## config.mk

```make
export PLATFORM = sky130hd
export DESIGN_NAME = mem_bus_ctrl_flat
export DESIGN_NICKNAME = d
export VERILOG_FILES = /design/src/rtl/mem_bus_ctrl_if.sv /design/src/rtl/mem_bus_ctrl.sv /design/src/flat_wrapper.sv
export SDC_FILE = /design/constraint.sdc
export NUM_CORES = 1
export LEC_CHECK = 0
export ABC_AREA = 1
export BUFFER_PORTS_ARGS = -buffer_cell sky130_fd_sc_hd__buf_2
export CAP_MARGIN = 40
export CORE_ASPECT_RATIO = 1.4
export CORE_MARGIN = 2
export CORE_UTILIZATION = 30
export CTS_BUF_LIST = sky130_fd_sc_hd__clkbuf_16
export CTS_CLUSTER_SIZE = 14
export DETAILED_ROUTE_END_ITERATION = 12
export GPL_TIMING_DRIVEN = 0
export PLACE_DENSITY = 0.62
export SLEW_MARGIN = 20
export SYNTH_ARGS = -nofsm -noshare
export SYNTH_HDL_FRONTEND = slang
export SYNTH_SLANG_ARGS = --single-unit
```

## constraint.sdc

```tcl
create_clock -name ph2 -period 1.7 [get_ports ph2]
set_input_delay 0 -clock ph2 [delete_from_list [all_inputs] [get_ports ph2]]
set_output_delay 0 -clock ph2 [all_outputs]
set_load 0.01 [all_outputs]
```

## src/rtl/mem_bus_ctrl_if.sv

```systemverilog
// CPU-side bus of the memory controller: request, direction, address, data, and ack/error response.
// The controller uses the slave modport; the CPU (or bench) uses the master modport.
interface mem_bus_ctrl_if;
    logic        cpu_req;
    logic        cpu_rw;
    logic [15:0] cpu_addr;
    logic [7:0]  cpu_wdata;
    logic [7:0]  cpu_rdata;
    logic        cpu_ack;
    logic        bus_err;

    modport master (
        output cpu_req, cpu_rw, cpu_addr, cpu_wdata,
        input  cpu_rdata, cpu_ack, bus_err
    );

    modport slave (
        input  cpu_req, cpu_rw, cpu_addr, cpu_wdata,
        output cpu_rdata, cpu_ack, bus_err
    );
endinterface

```

## src/rtl/mem_bus_ctrl.sv

```systemverilog
// 6502 bus to RAM/ROM controller: region decode, per-region wait states, one-cycle ack, illegal-access flag.
// Defining MEM_TRACE_EN adds a FIFO that records every committed RAM write as {addr,data}.
module mem_bus_ctrl #(
    parameter int RAM_AW      = 12,
    parameter int ROM_AW      = 12,
    parameter int RAM_WAIT    = 0,
    parameter int ROM_WAIT    = 1,
    parameter int TRACE_DEPTH = 8
) (
    input  logic              ph2,
    input  logic              reset,
    mem_bus_ctrl_if.slave     bus,
    output logic [RAM_AW-1:0] ram_addr,
    output logic              ram_we,
    output logic [7:0]        ram_wdata,
    input  logic [7:0]        ram_rdata,
    output logic [ROM_AW-1:0] rom_addr,
    input  logic [7:0]        rom_rdata,
    input  logic              trace_pop,
    output logic              trace_valid,
    output logic [15:0]       trace_addr,
    output logic [7:0]        trace_data,
    output logic              trace_ovf
);
    typedef enum logic [1:0] {S_IDLE, S_WAIT, S_ACCESS, S_RESP} state_t;
    typedef enum logic [1:0] {RG_RAM, RG_ROM, RG_UNM} region_t;

    localparam logic [16:0] RAM_TOP  = 17'(1 << RAM_AW);
    localparam logic [16:0] ROM_BASE = 17'(65536 - (1 << ROM_AW));

    state_t             r_state, w_next_state;
    region_t            r_region, w_region, w_acc_region;
    logic [3:0]         r_cnt, w_wait;
    logic [15:0]        r_addr, w_acc_addr;
    logic               r_rw;
    logic [7:0]         r_wdata;
    logic [RAM_AW-1:0]  r_ram_addr;
    logic [ROM_AW-1:0]  r_rom_addr;

    always_comb begin
        w_region = RG_UNM;
        if ({1'b0, bus.cpu_addr} < RAM_TOP)
            w_region = RG_RAM;
        else if ({1'b0, bus.cpu_addr} >= ROM_BASE)
            w_region = RG_ROM;
    end

    always_comb begin
        w_wait = 4'd0;
        case (w_region)
            RG_RAM:  w_wait = 4'(RAM_WAIT);
            RG_ROM:  w_wait = 4'(ROM_WAIT);
            default: w_wait = 4'd0;
        endcase
    end

    // Entering ACCESS straight from IDLE must use the live bus, otherwise the latched copy.
    assign w_acc_addr   = (r_state == S_IDLE) ? bus.cpu_addr : r_addr;
    assign w_acc_region = (r_state == S_IDLE) ? w_region     : r_region;

    always_comb begin
        w_next_state  = r_state;
        bus.cpu_ack   = 1'b0;
        bus.bus_err   = 1'b0;
        bus.cpu_rdata = 8'h00;
        ram_we        = 1'b0;
        case (r_state)
            S_IDLE: begin
                if (bus.cpu_req)
                    w_next_state = (w_wait != 4'd0) ? S_WAIT : S_ACCESS;
            end
            S_WAIT: begin
                if (r_cnt == 4'd1)
                    w_next_state = S_ACCESS;
            end
            S_ACCESS: begin
                ram_we       = (r_region == RG_RAM) && !r_rw;
                w_next_state = S_RESP;
            end
            S_RESP: begin
                bus.cpu_ack  = 1'b1;
                bus.bus_err  = (r_region == RG_UNM) || ((r_region == RG_ROM) && !r_rw);
                if (r_rw) begin
                    case (r_region)
                        RG_RAM:  bus.cpu_rdata = ram_rdata;
                        RG_ROM:  bus.cpu_rdata = rom_rdata;
                        default: bus.cpu_rdata = 8'hFF;
                    endcase
                end
                w_next_state = S_IDLE;
            end
            default: w_next_state = S_IDLE;
        endcase
    end

    always_ff @(posedge ph2) begin
        if (reset) begin
            r_state    <= S_IDLE;
            r_cnt      <= 4'd0;
            r_addr     <= 16'h0000;
            r_rw       <= 1'b0;
            r_wdata    <= 8'h00;
            r_region   <= RG_RAM;
            r_ram_addr <= '0;
            r_rom_addr <= '0;
        end else begin
            r_state <= w_next_state;
            case (r_state)
                S_IDLE: begin
                    if (bus.cpu_req) begin
                        r_addr   <= bus.cpu_addr;
                        r_rw     <= bus.cpu_rw;
                        r_wdata  <= bus.cpu_wdata;
                        r_region <= w_region;
                        r_cnt    <= w_wait;
                    end
                end
                S_WAIT:  r_cnt <= r_cnt - 4'd1;
                default: ;
            endcase
            // Array addresses only move when entering ACCESS and hold otherwise.
            if (w_next_state == S_ACCESS) begin
                if (w_acc_region == RG_RAM)
                    r_ram_addr <= w_acc_addr[RAM_AW-1:0];
                if (w_acc_region == RG_ROM)
                    r_rom_addr <= w_acc_addr[ROM_AW-1:0];
            end
        end
    end

    assign ram_addr  = r_ram_addr;
    assign rom_addr  = r_rom_addr;
    assign ram_wdata = r_wdata;

    logic w_unused_acc;
    assign w_unused_acc = ^w_acc_addr;

`ifdef MEM_TRACE_EN
    localparam int PW = $clog2(TRACE_DEPTH);

    logic [23:0] r_trace_mem [TRACE_DEPTH];
    logic [PW:0] r_wr_ptr, r_rd_ptr;
    logic        r_ovf;
    logic        w_empty, w_full, w_pop, w_push_ok;

    assign w_empty   = (r_wr_ptr == r_rd_ptr);
    assign w_full    = (r_wr_ptr[PW] != r_rd_ptr[PW]) && (r_wr_ptr[PW-1:0] == r_rd_ptr[PW-1:0]);
    assign w_pop     = trace_pop && !w_empty;
    // A pop in the same cycle frees the slot, so a push into a full FIFO still lands.
    assign w_push_ok = ram_we && (!w_full || w_pop);

    always_ff @(posedge ph2) begin
        if (reset) begin
            r_wr_ptr <= '0;
            r_rd_ptr <= '0;
            r_ovf    <= 1'b0;
        end else begin
            if (w_pop)
                r_rd_ptr <= r_rd_ptr + 1'b1;
            if (w_push_ok)
                r_wr_ptr <= r_wr_ptr + 1'b1;
            else if (ram_we)
                r_ovf <= 1'b1;
        end
    end

    always_ff @(posedge ph2) begin
        if (w_push_ok)
            r_trace_mem[r_wr_ptr[PW-1:0]] <= {r_addr, r_wdata};
    end

    assign trace_valid = !w_empty;
    assign trace_addr  = w_empty ? 16'h0000 : r_trace_mem[r_rd_ptr[PW-1:0]][23:8];
    assign trace_data  = w_empty ? 8'h00    : r_trace_mem[r_rd_ptr[PW-1:0]][7:0];
    assign trace_ovf   = r_ovf;
`else
    logic w_unused_trace;
    assign w_unused_trace = ^{trace_pop, r_addr};

    assign trace_valid = 1'b0;
    assign trace_addr  = 16'h0000;
    assign trace_data  = 8'h00;
    assign trace_ovf   = 1'b0;
`endif
endmodule

```

## src/flat_wrapper.sv

```systemverilog
// flat-port wrapper written by rule: the top's interface ports become plain ports
module mem_bus_ctrl_flat 
#(
    parameter int RAM_AW      = 12,
    parameter int ROM_AW      = 12,
    parameter int RAM_WAIT    = 0,
    parameter int ROM_WAIT    = 1,
    parameter int TRACE_DEPTH = 8
)
  (ph2, reset, ram_addr, ram_we, ram_wdata, ram_rdata, rom_addr, rom_rdata, trace_pop, trace_valid, trace_addr, trace_data, trace_ovf, bus_cpu_req, bus_cpu_rw, bus_cpu_addr, bus_cpu_wdata, bus_cpu_rdata, bus_cpu_ack, bus_bus_err);
  mem_bus_ctrl_if bus_i ();
  input  logic ph2;
  input  logic reset;
  output logic [RAM_AW-1:0] ram_addr;
  output logic ram_we;
  output logic [7:0] ram_wdata;
  input  logic [7:0] ram_rdata;
  output logic [ROM_AW-1:0] rom_addr;
  input  logic [7:0] rom_rdata;
  input  logic trace_pop;
  output logic trace_valid;
  output logic [15:0] trace_addr;
  output logic [7:0] trace_data;
  output logic trace_ovf;
  input wire logic [$bits(bus_i.cpu_req)-1:0] bus_cpu_req;
  input wire logic [$bits(bus_i.cpu_rw)-1:0] bus_cpu_rw;
  input wire logic [$bits(bus_i.cpu_addr)-1:0] bus_cpu_addr;
  input wire logic [$bits(bus_i.cpu_wdata)-1:0] bus_cpu_wdata;
  output wire logic [$bits(bus_i.cpu_rdata)-1:0] bus_cpu_rdata;
  output wire logic [$bits(bus_i.cpu_ack)-1:0] bus_cpu_ack;
  output wire logic [$bits(bus_i.bus_err)-1:0] bus_bus_err;
  assign bus_i.cpu_req = bus_cpu_req;
  assign bus_i.cpu_rw = bus_cpu_rw;
  assign bus_i.cpu_addr = bus_cpu_addr;
  assign bus_i.cpu_wdata = bus_cpu_wdata;
  assign bus_cpu_rdata = bus_i.cpu_rdata;
  assign bus_cpu_ack = bus_i.cpu_ack;
  assign bus_bus_err = bus_i.bus_err;
  mem_bus_ctrl #(.RAM_AW(RAM_AW), .ROM_AW(ROM_AW), .RAM_WAIT(RAM_WAIT), .ROM_WAIT(ROM_WAIT), .TRACE_DEPTH(TRACE_DEPTH)) u_core (.ph2(ph2), .reset(reset), .bus(bus_i), .ram_addr(ram_addr), .ram_we(ram_we), .ram_wdata(ram_wdata), .ram_rdata(ram_rdata), .rom_addr(rom_addr), .rom_rdata(rom_rdata), .trace_pop(trace_pop), .trace_valid(trace_valid), .trace_addr(trace_addr), .trace_data(trace_data), .trace_ovf(trace_ovf));
endmodule
```

Yosys cells after proc, flatten, opt, wreduce, memory -nomap -nowiden --
Index checks and enable logic that the tools add are counted.
Word-level totals: output and inout port bits 69, register bits 53, word-level logic and storage cells 51
Operators by class: reduce and logical (&&, ||, !) cells 13, $add $sub $neg 1, muxes and demuxes 17, equality and inequality tests 10, order comparisons 2
Operator list (number):
- greater-or-equal comparator 16 bit, second input constant | 1
- < comparator 16 x 13 -> 1 bit, second input constant | 1
- 2-to-1 mux 8 bit | 2
- one-hot mux 8 bit (2 select lines) | 1
- 2-to-1 mux 12 bit | 1
- 2-to-1 mux 2 bit | 6
- == test 2 x 1 -> 1 bit, second input constant | 4
- == test 2 bit, second input constant | 4
- one-hot mux 2 bit (4 select lines) | 1
- one-hot mux 4 bit (2 select lines) | 1
- AND reduction 2 bit | 4
- logical NOT 2 bit | 3
- == test 4 x 1 -> 1 bit, second input constant | 1
- 2-to-1 mux 1 bit | 4
- 2-to-1 mux 4 bit | 1
- nonzero test 4 bit | 1
- subtractor 4 x 1 -> 4 bit, second input constant | 1
- logical AND 1 bit | 2
- inequality test 2 bit, second input constant | 1
- nonzero test 2 bit | 1
- logical NOT 1 bit | 1
- logical OR 1 bit | 1

Logic depth before layout (Yosys ltp) --
depth after elaboration 11, depth in mapped cells 13, depth with buffers taken out 12

Least setup slack after synthesis --
No wires, ideal clock.
path type reg-to-reg, start register u_core.r_cnt[1], end register u_core.r_rom_addr[0], in the netlist u_core.rom_addr[0], data required time 1.587 ns, cell stages (with the launch flop) 13, path buffers 1, setup time 0.113 ns, setup slack 0.219 ns, data arrival time 1.368 ns, cell sequence dfxtp_1 > inv_1 > ha_1 > inv_1 > nor2_1 > nand2_1 > nand2_1 > nand2_2 > nor2_2 > buf_6 > nand3_1 > nand2_1 > nor2_1
Between the ends: word-level cells in the longest chain between the ends 5
Ends and longest elaborated chain:
- start, declared | line mem_bus_ctrl.sv:33 | logic [3:0] r_cnt, w_wait;
- start signal, assigned | line mem_bus_ctrl.sv:115 | r_cnt <= w_wait;
- start signal, assigned | line mem_bus_ctrl.sv:118 | S_WAIT: r_cnt <= r_cnt - 4'd1;
- == test 4 x 1 -> 1 bit | line mem_bus_ctrl.sv:73 | if (r_cnt == 4'd1)
- 2-to-1 mux 2 bit | line mem_bus_ctrl.sv:73
- one-hot mux 2 bit (4 select lines) | line mem_bus_ctrl.sv:67 | case (r_state)
- == test 2 bit | line mem_bus_ctrl.sv:122 | if (w_next_state == S_ACCESS) begin
- AND reduction 2 bit (no source line)
- end signal, assigned | line mem_bus_ctrl.sv:126 | r_rom_addr <= w_acc_addr[ROM_AW-1:0];
- end, declared | line mem_bus_ctrl.sv:38 | logic [ROM_AW-1:0] r_rom_addr;
Every way passes these cells. A chain may end at the register's enable or synchronous reset.

Final worst setup path --
start register u_core.r_cnt[1], end register u_core.r_ram_addr[9], in the netlist u_core.ram_addr[9]
Between the ends: word-level cells in the longest chain between the ends 5
Ends and longest elaborated chain:
- == test 4 x 1 -> 1 bit | line mem_bus_ctrl.sv:73
- 2-to-1 mux 2 bit | line mem_bus_ctrl.sv:73
- one-hot mux 2 bit (4 select lines) | line mem_bus_ctrl.sv:67
- == test 2 bit | line mem_bus_ctrl.sv:122
- AND reduction 2 bit (no source line)
- end signal, assigned | line mem_bus_ctrl.sv:124 | r_ram_addr <= w_acc_addr[RAM_AW-1:0];
- end, declared | line mem_bus_ctrl.sv:37 | logic [RAM_AW-1:0] r_ram_addr;
Every way passes these cells.

==> impl_metrics.env <==
export IMPL_status="completed"
export IMPL_avgSynthCellArea_um2=6.83
export IMPL_synth_warnings=0
export IMPL_cts_sinks=53
export IMPL_numPortBuffers=85
export IMPL_ios=114
export IMPL_rows=40
export IMPL_clockBufferDepth=2
export IMPL_area_growth_pct=43.0
export IMPL_clock_root_buffer="clkbuf_16"
export IMPL_grt_max_degree=18
export IMPL_antenna_found_initial=0
export IMPL_rsz0062_at_grt="yes"
export IMPL_grtUsageTotal=0.144
export IMPL_final_cell_area_um2=3860
export IMPL_critPathCaptureType="flop"
export IMPL_clock_fmax_mhz=599
export IMPL_fin_skew_ns=0.00482
export IMPL_ant_nets=0
export IMPL_drcViolationCount=0
export IMPL_start_util=0.311
export IMPL_clock_latency_ns=0.29
export IMPL_p_per_area_nw_per_um2=980
export IMPL_clkSlewWorstSetupHoldPaths_ns=0.07
export IMPL_synth_seq_area_share=0.394
export IMPL_final_max_slew_viol_count=0
export IMPL_power_mw=3.78
export IMPL_grt_pass1_wl_um=11500
export IMPL_vias_per_cell=4.38
export IMPL_drt_iter0_markers=116
export IMPL_crit_arrival_ns=1.86
export IMPL_fin_crit_ns=1.67
export IMPL_synth_cell_types=24
export IMPL_gp_congestion=0.862
export IMPL_cts_tree="done"
export IMPL_syn_area_um2=2700
export IMPL_layout_nets=585
export IMPL_chipWidth_um=84.1
export IMPL_vdd_ir_drop_worst_mv=0.627
export IMPL_grt_pass1_vias=2561
export IMPL_cts_buffers=5
export IMPL_finalSetupViolations=0
export IMPL_p_leak_nw=1.92
export IMPL_drive_gt1_frac=0.321
export IMPL_required_ns=1.89
export IMPL_wirelength_um=7080
export IMPL_max_cap_violations=0
export IMPL_fin_crit_sh=0.982
export IMPL_placed_area_um2=3350
export IMPL_core_area_um2=8660
export IMPL_drtPass1Iterations=4
export IMPL_die_h_um=116
export IMPL_worst_setup_path_start_kind="flop"
export IMPL_mostFrequentLayoutCells="nor2_1 (86), buf_2 (86), nand2_1 (53)"
export IMPL_routedWlPerCell_um=11.0
export IMPL_overflow=0
export IMPL_dieArea_um2=9770
export IMPL_hold_violations=0
export IMPL_cts_max_level=2
export IMPL_hpwl_um=5280
export IMPL_synthCells=395
export IMPL_path_max_fanout=8
export IMPL_vias=2819
export IMPL_n_antenna_cell=0
export IMPL_critical_path_class="reg2reg"
export IMPL_synth_seq_cells=53
export IMPL_hp_class="in2reg"
[state kept, by name, indices dropped and copies added, names as in the netlist]
name,count
u_core.r_cnt,4
u_core.ram_wdata,8
u_core.r_addr,12
u_core.r_rw,1
u_core.ram_addr,12
u_core.r_state,2
u_core.r_region,2
u_core.rom_addr,12
[path summary, 6_finish.rpt]
path / startpoint / endpoint / slack [ns] / depth (start not counted)
setup / recovery: u_core.r_cnt[1]$_SDFFE_PP0P_ / u_core.ram_addr[9]$_SDFFE_PP0P_ / 0.03 / 12
hold / removal: reset / u_core.r_state[1]$_SDFF_PP0_ / 0.06 / 2
setup reg to reg: u_core.r_cnt[1]$_SDFFE_PP0P_ / u_core.ram_addr[9]$_SDFFE_PP0P_ / 0.03 / 12
hold reg to reg: u_core.rom_addr[2]$_SDFFE_PP0P_ / u_core.rom_addr[2]$_SDFFE_PP0P_ / 0.48 / 2
[cell usage after synthesis]
cell       n  area share
nor2_1    89        0.12
nand2_1   59       0.082
dfxtp_1   53        0.39
o21ai_0   35       0.065
buf_4     27       0.075
nand3_1   27       0.050
inv_1     25       0.035
a21oi_1   20       0.037
nor3_1    19       0.035
clkbuf_1  11       0.015
buf_6      5       0.021
nand2_2    5       0.012
nor2_4     4       0.017
buf_2      2      0.0037
clkinv_1   2      0.0028
ha_1       2      0.0093
inv_2      2      0.0028
nor2_2     2      0.0046
a21oi_2    1      0.0032
a31oi_1    1      0.0023
conb_1     1      0.0014
nand3_2    1      0.0037
nand4_1    1      0.0023
or2_2      1      0.0023
[area by class of cell]
type | count | area, µm²
timing repair buffer | 111 | 677
inverter | 29 | 109
multi-input combinational | 293 | 1410
clock buffer | 5 | 125
sequential | 53 | 1060
fill | 905 | 4800
tap | 105 | 131
clock inverter | 3 | 21.3
buffer | 45 | 318
[cell families (layout without fill, tap and decap cells)]
| family | count (synthesis) | after routing | synth area share |
|---|---|---|---|
| other cells | 1 | 26 | 0.00139 |
| compound gates | 57 | 57 | 0.108 |
| fa+ha+maj | 2 | 2 | 0.00928 |
| buf+inv | 74 | 193 | 0.155 |
| simple gates | 208 | 208 | 0.333 |
| flops | 53 | 53 | 0.394 |
[timing repair]
item                                    in CTS  in global routing
endpoints found under the hold margin       21                  0
endpoints found under the setup margin       2                 22
hold buffers                                21                  0
gates resized for setup                      1                 37
pin swaps                                    0                  6
setup buffers                                0                  3
cloned                                       0                  2
[stage by stage]
stage	hold WS [ns]	util	worst slack (ns)	TNS, ns	std cells
after detailed placement	0.228	0.387	0.0109	0	610
after CTS	0.0690	0.428	0.0550	0	639
after global placement	0.223	0.387	0.0248	0	610
after floorplan	0.135	-	0.219	0	420
after global routing	0.0864	0.445	-0.0809	-1.31	644
final	0.0642	0.445	0.0302	0	644
[per-layer routing]
layer	share of wire	vias to the layer above	global-route usage
met1	0.41	1235	0.163
li1	-	1487	-
met2	0.52	91	0.267
met4	0.014	0	0.0548
met3	0.050	6	0.0290
met5	0	-	0
[worst max-delay path, cell delays in order, from the launching register on]
cell,delay [ns]
dfxtp_2,0.33
inv_2,0.08
ha_4,0.13
inv_2,0.03
nor2_2,0.10
nand2_1,0.07
nand2_1,0.10
nand3_2,0.10
nor2_4,0.24
buf_4,0.19
nand3_1,0.07
nand2_1,0.08
nor2_1,0.04
[power by group]
| part | switching (mW) | internal [mW] | total [mW] |
|---|---|---|---|
| Combinational | 0.762 | 0.523 | 1.29 |
| Clock | 0.456 | 0.549 | 1.00 |
| Sequential | 0.0879 | 1.40 | 1.49 |
No activity file was read; power rests on OpenSTA's default activity.
